## src/rtl/uart_rx_frame_ctrl_pkg.sv

```systemverilog
// Shared definitions for the UART receive frame controller: frame geometry and FSM encoding.
package uart_rx_frame_ctrl_pkg;

    localparam int FRAME_BITS = 11;
    localparam int DATA_BITS  = 8;

    // Sample index of the parity bit inside the DATA state (data bits occupy 0..7)
    localparam logic [3:0] LAST_BIT_IDX = 4'(DATA_BITS);

    typedef enum logic [2:0] {
        ST_IDLE      = 3'd0,
        ST_START     = 3'd1,
        ST_DATA      = 3'd2,
        ST_STOP      = 3'd3,
        ST_WAIT_HIGH = 3'd4
    } state_t;

endpackage

```

## src/rtl/uart_rx_frame_ctrl_sync.sv

```systemverilog
// Multi-flop synchroniser for the asynchronous rx line; resets to the idle (high) level.
module uart_rx_sync #(
    parameter int SYNC_STAGES = 2
) (
    input  logic clk,
    input  logic rst,
    input  logic rx,
    output logic rx_s
);

    logic [SYNC_STAGES-1:0] chain;

    always_ff @(posedge clk or posedge rst) begin
        if (rst) chain <= '1;
        else     chain <= {chain[SYNC_STAGES-2:0], rx};
    end

    assign rx_s = chain[SYNC_STAGES-1];

endmodule

```

## src/rtl/uart_rx_frame_ctrl.sv

```systemverilog
// UART frame receiver: start-bit detection, mid-bit sampling and 11-bit frame capture.
// Frame buffer only updates on the stop sample so downstream never sees a partial frame.
module uart_rx_frame_ctrl
    import uart_rx_frame_ctrl_pkg::*;
#(
    parameter int CLKS_PER_BIT = 5208,
    parameter int SYNC_STAGES  = 2
) (
    input  logic                  clk,
    input  logic                  rst,
    input  logic                  rx,
    output logic [FRAME_BITS-1:0] buffer,
    output logic                  frame_valid,
    output logic                  framing_error,
    output logic                  busy
);

    localparam int CNT_W = $clog2(CLKS_PER_BIT);
    localparam logic [CNT_W-1:0] BIT_TC  = CNT_W'(CLKS_PER_BIT - 1);
    localparam logic [CNT_W-1:0] HALF_TC = CNT_W'(CLKS_PER_BIT / 2 - 1);

    logic                  rx_s;
    state_t                state, state_nx;
    logic [CNT_W-1:0]      cnt, cnt_nx;
    logic [3:0]            bitidx, bitidx_nx;
    logic [FRAME_BITS-2:0] shift_reg, shift_nx;
    logic [FRAME_BITS-1:0] buffer_nx;
    logic                  fv_nx, fe_nx, busy_nx;

    uart_rx_sync #(.SYNC_STAGES(SYNC_STAGES)) u_sync (
        .clk  (clk),
        .rst  (rst),
        .rx   (rx),
        .rx_s (rx_s)
    );

    always_ff @(posedge clk or posedge rst) begin
        if (rst) begin
            state         <= ST_IDLE;
            cnt           <= '0;
            bitidx        <= '0;
            shift_reg     <= '0;
            buffer        <= '0;
            frame_valid   <= 1'b0;
            framing_error <= 1'b0;
            busy          <= 1'b0;
        end else begin
            state         <= state_nx;
            cnt           <= cnt_nx;
            bitidx        <= bitidx_nx;
            shift_reg     <= shift_nx;
            buffer        <= buffer_nx;
            frame_valid   <= fv_nx;
            framing_error <= fe_nx;
            busy          <= busy_nx;
        end
    end

    always_comb begin
        state_nx  = state;
        cnt_nx    = cnt;
        bitidx_nx = bitidx;
        shift_nx  = shift_reg;
        buffer_nx = buffer;
        fv_nx     = 1'b0;
        fe_nx     = 1'b0;

        case (state)
            ST_IDLE: begin
                if (!rx_s) begin
                    state_nx = ST_START;
                    cnt_nx   = '0;
                end
            end
            ST_START: begin
                if (cnt == HALF_TC) begin
                    if (rx_s) begin
                        state_nx = ST_IDLE;
                    end else begin
                        shift_nx  = {shift_reg[FRAME_BITS-3:0], 1'b0};
                        cnt_nx    = '0;
                        bitidx_nx = '0;
                        state_nx  = ST_DATA;
                    end
                end else begin
                    cnt_nx = cnt + 1'b1;
                end
            end
            ST_DATA: begin
                if (cnt == BIT_TC) begin
                    shift_nx  = {shift_reg[FRAME_BITS-3:0], rx_s};
                    cnt_nx    = '0;
                    bitidx_nx = bitidx + 4'd1;
                    if (bitidx == LAST_BIT_IDX) state_nx = ST_STOP;
                end else begin
                    cnt_nx = cnt + 1'b1;
                end
            end
            ST_STOP: begin
                if (cnt == BIT_TC) begin
                    shift_nx  = {shift_reg[FRAME_BITS-3:0], rx_s};
                    buffer_nx = {shift_reg, rx_s};
                    fv_nx     = 1'b1;
                    fe_nx     = ~rx_s;
                    cnt_nx    = '0;
                    // Returning straight to IDLE lets a start bit directly after stop be taken
                    state_nx  = rx_s ? ST_IDLE : ST_WAIT_HIGH;
                end else begin
                    cnt_nx = cnt + 1'b1;
                end
            end
            ST_WAIT_HIGH: begin
                if (rx_s) state_nx = ST_IDLE;
            end
            default: state_nx = ST_IDLE;
        endcase

        busy_nx = (state_nx == ST_START) || (state_nx == ST_DATA) || (state_nx == ST_STOP);
    end

endmodule

```

## config.mk

```make
export PLATFORM = sky130hd
export DESIGN_NAME = uart_rx_frame_ctrl
export DESIGN_NICKNAME = d
export VERILOG_FILES = /design/src/rtl/uart_rx_frame_ctrl_pkg.sv /design/src/rtl/uart_rx_frame_ctrl_sync.sv /design/src/rtl/uart_rx_frame_ctrl.sv
export SDC_FILE = /design/constraint.sdc
export NUM_CORES = 1
export LEC_CHECK = 0
export CORE_ASPECT_RATIO = 1.5
export CORE_MARGIN = 2
export CORE_UTILIZATION = 40
export DETAILED_ROUTE_END_ITERATION = 8
export GPL_TIMING_DRIVEN = 0
export HOLD_SLACK_MARGIN = 0.05
export PLACE_DENSITY = 0.6
export SLEW_MARGIN = 20
export SYNTH_ARGS = -nofsm -noshare
export SYNTH_HDL_FRONTEND = slang
export SYNTH_SLANG_ARGS = --single-unit
```

## constraint.sdc

```tcl
create_clock -name clk -period 2.6 [get_ports clk]
set_clock_uncertainty 0.2 [all_clocks]
set_input_delay 0.78 -clock clk [delete_from_list [all_inputs] [get_ports clk]]
set_output_delay 0.78 -clock clk [all_outputs]
set_load 0.01 [all_outputs]
```

## Word level (Yosys, flattened, before mapping)

Index checks and enable logic that the tools add are counted.
Widths: inputs -> output; s select.

- Flip-flop bits (word level): 46
- Input port bits: 3
- Output and inout bits: 14
- Logic and storage cells: 61

- $add $sub $neg: 2
- Equality and inequality tests: 14
- Mux-type cells: 25
- Bitwise operators: 1
- Reductions and logical operators: 10

Operators with widths:

| operator | number |
|---|---|
| $mux 13 | 3 |
| $pmux 13 s3 | 1 |
| $mux 10 | 3 |
| $mux 3 | 7 |
| $pmux 10 s2 | 1 |
| $pmux 3 s5 | 1 |
| $add 13x1->13 const B | 1 |
| $eq 13x12->1 const B | 1 |
| $eq 13x13->1 const B | 1 |
| $eq 3x2->1 const B | 4 |
| $mux 4 | 3 |
| $pmux 4 s2 | 1 |
| $reduce_and 4->1 | 2 |
| $eq 3x1->1 const B | 2 |
| $ne 2x2->1 const B | 3 |
| $add 4x1->4 const B | 1 |
| $eq 4x4->1 const B | 1 |
| $mux 1 | 4 |
| $reduce_bool 2->1 | 2 |
| $eq 3x3->1 const B | 1 |
| $logic_not 3->1 | 1 |
| $reduce_bool 3->1 | 1 |
| $logic_or 1x1->1 | 2 |
| $mux 2 | 1 |
| other kinds (4) | 4 |

## Logic depth before layout (Yosys ltp)

Gate-level depths: netlist of the first run.

- Depth after elaboration: 7
- Depth in mapped cells: 7
- Depth with buffers taken out: 6

## By module

A second synthesis of the first run with hierarchy kept.

- Cells, all modules: 191
- Area, all modules: 2208.4 um2

Modules (own cells, without submodules):

| module | instances | cells an instance | area each (um2) | seq. area each (um2) |
|---|---|---|---|---|
| uart_rx_frame_ctrl | 1 | 188 | 2152.1 | 1101.1 |
| uart_rx_sync | 1 | 3 | 56.3 | 52.6 |

## Least setup slack after synthesis of the first run

No wires, ideal clock.

- Kind: register -> register
- Start: reg cnt[0]
- End: reg shift_reg[2]
- Setup time: 0.125 ns
- Arrival: 1.865 ns
- Setup slack: 0.411 ns
- Cell stages (with the launch flop): 8
- Buffers on the path: 1
- Period minus slack after synthesis: 2.189 ns
- Path through: dfrtp_1 ha_1 nor4b_1 and3_1 nand2_1 nand2b_1 buf_2 mux2_2

- Word-level cells in the longest chain between the ends: 3

RTL lines:

| item | RTL line | source |
|---|---|---|
| start, declared | uart_rx_frame_ctrl.sv:24 | `logic [CNT_W-1:0] cnt, cnt_nx;` |
| start signal, assigned | uart_rx_frame_ctrl.sv:49 | `cnt <= cnt_nx;` |
| $eq 13x13->1 / $eq 13x12->1 (equally long branches) | uart_rx_frame_ctrl.sv:90, uart_rx_frame_ctrl.sv:100, uart_rx_frame_ctrl.sv:76 |  |
| $ne 2x1->1 (no source line) / $ne 2x2->1 (equally long branches) | -- |  |
| $reduce_and 4->1 (no source line) (*) | -- |  |
| end signal, assigned | uart_rx_frame_ctrl.sv:51 | `shift_reg <= shift_nx;` |
| end, declared | uart_rx_frame_ctrl.sv:26 | `logic [FRAME_BITS-2:0] shift_reg, shift_nx;` |

Every way passes the cells marked *; elsewhere a longest branch is shown, timed or not.
A chain may end at the register's enable or synchronous reset.

## Worst setup path in the final report of the first run

- Start: reg cnt[0]
- End: reg buffer[0]

- Word-level cells in the longest chain between the ends: 2

RTL lines:

| item | RTL line | source |
|---|---|---|
| $eq 13x13->1 | uart_rx_frame_ctrl.sv:100 | `if (cnt == BIT_TC) begin` |
| $reduce_and 2->1 (no source line) | -- |  |
| end signal, assigned | uart_rx_frame_ctrl.sv:52 | `buffer <= buffer_nx;` |
| end, declared | uart_rx_frame_ctrl.sv:12 | `output logic [FRAME_BITS-1:0] buffer,` |

No other way between the ends.

==> summary.txt, run 1 <==
STA
  • Final Slew Violations: 0
  • Fin. Hold Viols: 0
  • Fmax: 419 MHz
  • Max-slew headroom: 58.7%
  • Final period utilization: 91.9%
  • Worst-margin pin slew: between 0.6 and 0.7 ns
  • Minimum clock period: 2.39 ns
  • Setup Viol. Count Final: 0

Die
  • Core area: 0.00541 mm²
  • Starting density of the core: 40.7%
  • DIE AREA: about 0.0061 mm²
  • Ports: 17
  • Die Width: roughly 65 µm
  • Die Span Y: 94.8 µm
  • Site Rows: 33

Finish
  • Diodes inserted: 0
  • Max reg flops: 13
  • Fill count: 511
  • Post-route insts no fill: 289
  • Layout Area Growth over Synthesis: 17.2%
  • Fin nets: 224
  • Layout cells sized above 1: roughly a fifth

Synthesis
  • Synth Warn #: 0
  • Mapped Avg Cell Area: roughly 11 µm²
  • Sequential share of the synthesized area: 52.4%
  • Net count after synthesis: 200
  • Flops & latches, synth: 46
  • Synth Flop Type: dfrtp_1
  • EDFF count, synth: 0
  • Number of library cell types mapped by synthesis: 39
  • Async S/R FF share, synth: 100%
  • Post-Synthesis Cells: 194
  • Synth Cell Area: 0.00220 mm²

Detailed routing
  • DRT Pass-1 Iters: 4
  • First DRT Iteration DRCs: 85
  • Via Count: 1522
  • DR WL/cell: 13.8 µm
  • DR DRC count: 0
  • Antenna Nets Post-Route: 0
  • WL final: around 4.0 mm
  • Via-to-Cell Ratio: 5.27

Critical path
  • Crit-path max FO: 10
  • WP data arrival: around 2.4 ns
  • Critical path launch point type: flop
  • CP Class: flop to flop
  • Req. time, crit path: 2.59 ns
  • R2R depth: 6
  • Worst Setup End Kind: flop

Power
  • Overall Power: 0.00120 W
  • PwrDens: 463 mW/mm²
  • Leakage: 1.16 nW
  • Max VDD drop: about 0.23 mV

Clock network
  • Clock transition at path regs: ~0.090 ns
  • CTS tree: built
  • Hold_buf cts: 0
  • CTS H-Tree Depth: 2
  • CTS Buf Count: 5
  • Clock Path Buffers: 2
  • Root Buffer: clkbuf_8
  • CTS Sinks: 46
  • Clk_lat worst skew: 0.30 ns

Placed design
  • Placed cell count: 281
  • I/O Buffers: 16
  • HPWL after detailed placement: 2.92 mm
  • Final Wtd Congestion: 0.808

Global route
  • GRT overflow: 0
  • Largest net degree at the start of global routing: 32
  • Vias in the first global route: 1530
  • First-pass GRT wire length: roughly 7.2 mm
  • Antenna violations before repair: 0
  • All-Layer GR Usage: 15.4%

Min path
  • Hold crit path type: flop to flop
  • Hold depth: 0

Job
  • Max-Cap Viols: 0

Run status
  • Status: finished, final reports clean
[layout by cell type, fill, tap and decap left out, types with 2 or more instances in the layout]
cell	n
a21boi_0	2
a21oi_1	9
a31oi_1	9
a41oi_1	2
and3_1	2
buf_2	3
clkbuf_2	2
clkbuf_8	5
clkdlybuf4s50_1	16
dfrtp_1	44
dfstp_2	2
ha_1	2
inv_1	6
mux2_1	4
mux2_2	17
mux2i_1	2
nand2_1	26
nand2b_1	3
nand3_1	9
nand3b_1	2
nand4bb_4	3
nor2_1	8
nor2b_1	2
nor3_1	4
nor4_1	2
nor4bb_1	2
o211ai_1	2
o21ai_0	6
or4b_1	2
[final timing paths]
check,slack [ns],from,endpoint
max in group asynchronous,1.10,rst,u_sync.chain[1]
worst max-delay path,0.21,cnt[0],buffer[0]
worst min-delay path,0.16,u_sync.chain[0],u_sync.chain[1]
min in group asynchronous,0.56,rst,cnt[10]
worst min register to register,0.16,u_sync.chain[0],u_sync.chain[1]
worst max register to register,0.21,cnt[0],buffer[0]
[report_power, final]
part	leakage [nW]	switching, W	internal [W]	total [W]
clock network	0.0447	0.000260	0.000194	0.000454
logic	0.498	0.0000155	0.00000690	0.0000224
registers	0.616	0.00000178	0.000718	0.000719
total	1.16	0.000277	0.000919	0.00120
[metrics by stage]
stage	util (%)	area, µm²	setup TNS, ns	setup WS (ns)	hold WS, ns
finish	47.7	2580	0	0.211	0.161
global route	47.7	2580	-0.00515	-0.00515	0.172
CTS	47.4	2560	0	0.0370	0.163
detailed placement	45.6	2470	0	0.0584	0.150
global placement	45.3	2450	-19.27	-0.438	0.147
floorplan	-	2200	0	0.411	0.145
[cell type report]
cell class                 instances  area [µm²]  share of cell area, %
sequential                        46        1150                   44.7
inverter                           7        26.3                   1.02
timing repair buffer              17         180                   6.98
buffer                             7        36.3                   1.41
clock inverter                     3        25.0                  0.970
multi-input combinational        134        1000                   38.8
tap                               70        87.6                   3.39
clock buffer                       5        68.8                   2.67
[Yosys cell counts, types with 3 or more instances]
cell type,instances,area share (%)
dfrtp_1,44,50
o21ai_0,6,1.4
mux2_1,4,2.0
nand2_1,26,4.4
nor2_1,8,1.4
a31oi_1,9,2.6
mux2_2,17,8.7
inv_1,7,1.2
nand3_1,9,2.0
nand4bb_4,3,3.8
a21oi_1,9,2.0
nand2b_1,3,0.85
buf_2,4,0.91
ha_1,3,1.7
and3_1,3,0.85
nor3_1,4,0.91
[logic make-up after synthesis]
kind of cell,share of synthesized area [%]
buf+inv,2.67
compound gates,10.4
flops,52.4
mux,11.7
fa+ha+maj,1.71
simple gates,21.1
[routing by layer]
layer / GRT usage [%] / up-vias / routed length (µm)
li1: - / 757 / -
met1: 18.1 / 742 / 1690
met4: 7.62 / 0 / 81
met3: 3.22 / 7 / 98
met5: 0 / - / 0
met2: 26.6 / 16 / 2130
[repair_timing]
action / 4_1_cts / 5_1_grt
buffers inserted: 0 / 0
resized for setup: 0 / 7
endpoints found under the setup margin: 0 / 27
[critical path, stage by stage (launching register included)]
cell	delay [ns]
dfrtp_1	0.44
ha_2	0.28
nand4bb_4	0.18
nor4_2	0.44
nand2_1	0.17
buf_2	0.23
mux2_1	0.33
No activity file was read; power rests on OpenSTA's default activity.
==> run 2, diff against run 1 <==
Settings changed: CAP_MARGIN set to 0, CORE_UTILIZATION 40 to 25, PLACE_DENSITY 0.6 to 0.43.
==> summary.txt, run 2 (same netlist as run 1, synthesis figures left out) <==
Finish
  • Most frequent cells in the layout: dfrtp_1, nand2_1, mux2_2
  • Layout cells sized above 1: 20.5% (unchanged)
  • Layout Area Growth over Synthesis: 23.7%
  • Fin nets: 224 (unchanged)
  • FF/Latch Area: 0.00115 mm² (unchanged)
  • Fill count: 882 (+73%)
  • Max reg flops: 13 (unchanged)
  • Most common library cell in the layout ignoring fill and taps: dfrtp_1
  • Diodes inserted: 0 (unchanged)
  • Multi-input logic area: 998 µm² (-0.37%)
  • Post-route insts no fill: 326 (+13%)

Die
  • Site Rows: 41 (+24%)
  • Ports: 17 (unchanged)
  • Starting density of the core: 26.0% (-15 points)
  • DIE AREA: 0.00959 mm² (+57%)
  • Die Width: 80.6 µm (+25%)
  • Core area: 0.00846 mm² (+56%)
  • Die Span Y: 119 µm (+25%)

Detailed routing
  • DR DRC count: 0 (unchanged)
  • DR WL/cell: 13.6 µm (-1.4%)
  • First DRT Iteration DRCs: 62 (-27%)
  • Via-to-Cell Ratio: 4.76 (-9.6%)
  • WL final: 4.45 mm (+11%)
  • Via Count: 1552 (+2.0%)
  • DRT Pass-1 Iters: 4 (unchanged)
  • Antenna Nets Post-Route: 0 (unchanged)

Min path
  • Hold crit path type: flop to flop

STA
  • Fin Setup TNS: 0 ns (unchanged)
  • Fin. Hold Viols: 0 (unchanged)
  • Fmax: 421 MHz (+0.45%)
  • Max-slew headroom: 59.6% (+0.95 points)
  • Setup Viol. Count Final: 0 (unchanged)
  • Final period utilization: 91.5% (-0.41 points)
  • Minimum clock period: 2.38 ns (-0.0107 ns)
  • RSZ-0062 raised after global routing: false
  • Worst-margin pin slew: 0.597 ns (-0.0141 ns)
  • Final Slew Violations: 0 (unchanged)

Clock network
  • Post-CTS Setup Repair Bufs: 0 (unchanged)
  • CTS Sinks: 46 (unchanged)
  • Root Buffer: clkbuf_16
  • CTS tree: built
  • Post-cts sizing count: 0 (unchanged)
  • Clk_lat worst skew: 0.29 ns (about the same)
  • Clock transition at path regs: 0.07 ns (-0.02 ns)
  • Clock Path Buffers: 2 (unchanged)
  • Hold_buf cts: 0 (unchanged)
  • CTS H-Tree Depth: 2 (unchanged)
  • CTS Buf Count: 5 (unchanged)

Power
  • PwrDens: 578 mW/mm² (+25%)
  • Overall Power: 0.00157 W (+32%)
  • Leakage: 1.21 nW (+4.4%)
  • Max VDD drop: 0.224 mV (-1.7%)

Job
  • Max-Cap Viols: 0 (unchanged)

Critical path
  • Req. time, crit path: 2.57 ns (-0.02 ns)
  • Critical path launch point type: flop
  • WP data arrival: 2.35 ns (-0.03 ns)
  • Crit-path max FO: 10 (unchanged)
  • Worst Setup End Kind: flop
  • CP Class: flop to flop

Global route
  • GRT overflow: 0 (unchanged)
  • Antenna violations before repair: 0 (unchanged)
  • All-Layer GR Usage: 10.3% (-5.1 points)
  • Largest net degree at the start of global routing: 29 (-9.4%)
  • First-pass GRT wire length: 7.82 mm (+8.2%)
  • Vias in the first global route: 1583 (+3.5%)

Placed design
  • Final Wtd Congestion: 0.739 (-8.5%)
  • I/O Buffers: 16 (unchanged)
  • HPWL after detailed placement: 3.23 mm (+11%)
  • Placed cell count: 318 (+13%)

Run status
  • Status: finished, final reports clean
-- run 2: changes by cell type in the layout (fill, tap and decap cells not counted), sizes merged --
cell | previous run | this run
clkinvlp | 1 | 0
inv | 8 | 7
bufinv | 0 | 2
-- run 2: worst paths after layout --
kind,start,end,slack [ns],cells after the start
min in group asynchronous,rst,cnt[6],0.62,2
max,cnt[0],buffer[1],0.22,6
min reg2reg,u_sync.chain[0],u_sync.chain[1],0.16,0
min,u_sync.chain[0],u_sync.chain[1],0.16,0
max reg2reg,cnt[0],buffer[1],0.22,6
max in group asynchronous,rst,u_sync.chain[1],1.01,3
-- run 2: layout make-up --
type	count	area share, %
clock buffers	5	4.60
flip-flops and latches	46	42.4
multi-input cells	134	36.7
inverters	7	0.965
well taps	107	4.92
clock inverters	3	2.53
plain buffers	7	1.33
repair buffers	17	6.62
-- run 2: layer usage --
| layer | vias to the layer above | part of all wire [%] | global-route usage [%] |
|---|---|---|---|
| li1 | 753 | - | - |
| met3 | 4 | 2.3 | 2.05 |
| met5 | - | 0 | 0 |
| met4 | 0 | 0.90 | 3.18 |
| met2 | 16 | 55 | 18.2 |
| met1 | 779 | 42 | 12.3 |
-- run 2: stage by stage --
stage | util [%] | setup slack, ns | hold slack (ns) | instance area, µm²
after floorplan | - | 0.411 | 0.145 | 2200
after global placement | 29.5 | -0.501 | 0.147 | 2490
after detailed placement | 29.7 | 0.0464 | 0.149 | 2510
after CTS | 32.0 | 0.0225 | 0.159 | 2710
after global routing | 32.2 | 0.0140 | 0.165 | 2720
final | 32.2 | 0.222 | 0.157 | 2720
-- run 2: where the power goes --
group	switching [W]	total [W]	internal, W
logic	0.0000161	0.0000230	0.00000687
registers	0.00000207	0.000720	0.000718
clock network	0.000277	0.000830	0.000552
total	0.000296	0.00157	0.00128
-- run 2: critical path, cell delays in order (launching register included) --
cell and delay [ns]:
dfrtp_1 0.41, ha_2 0.28, nand4bb_4 0.17, nor4_2 0.44, nand2_1 0.17, buf_2 0.24
mux2_1 0.33
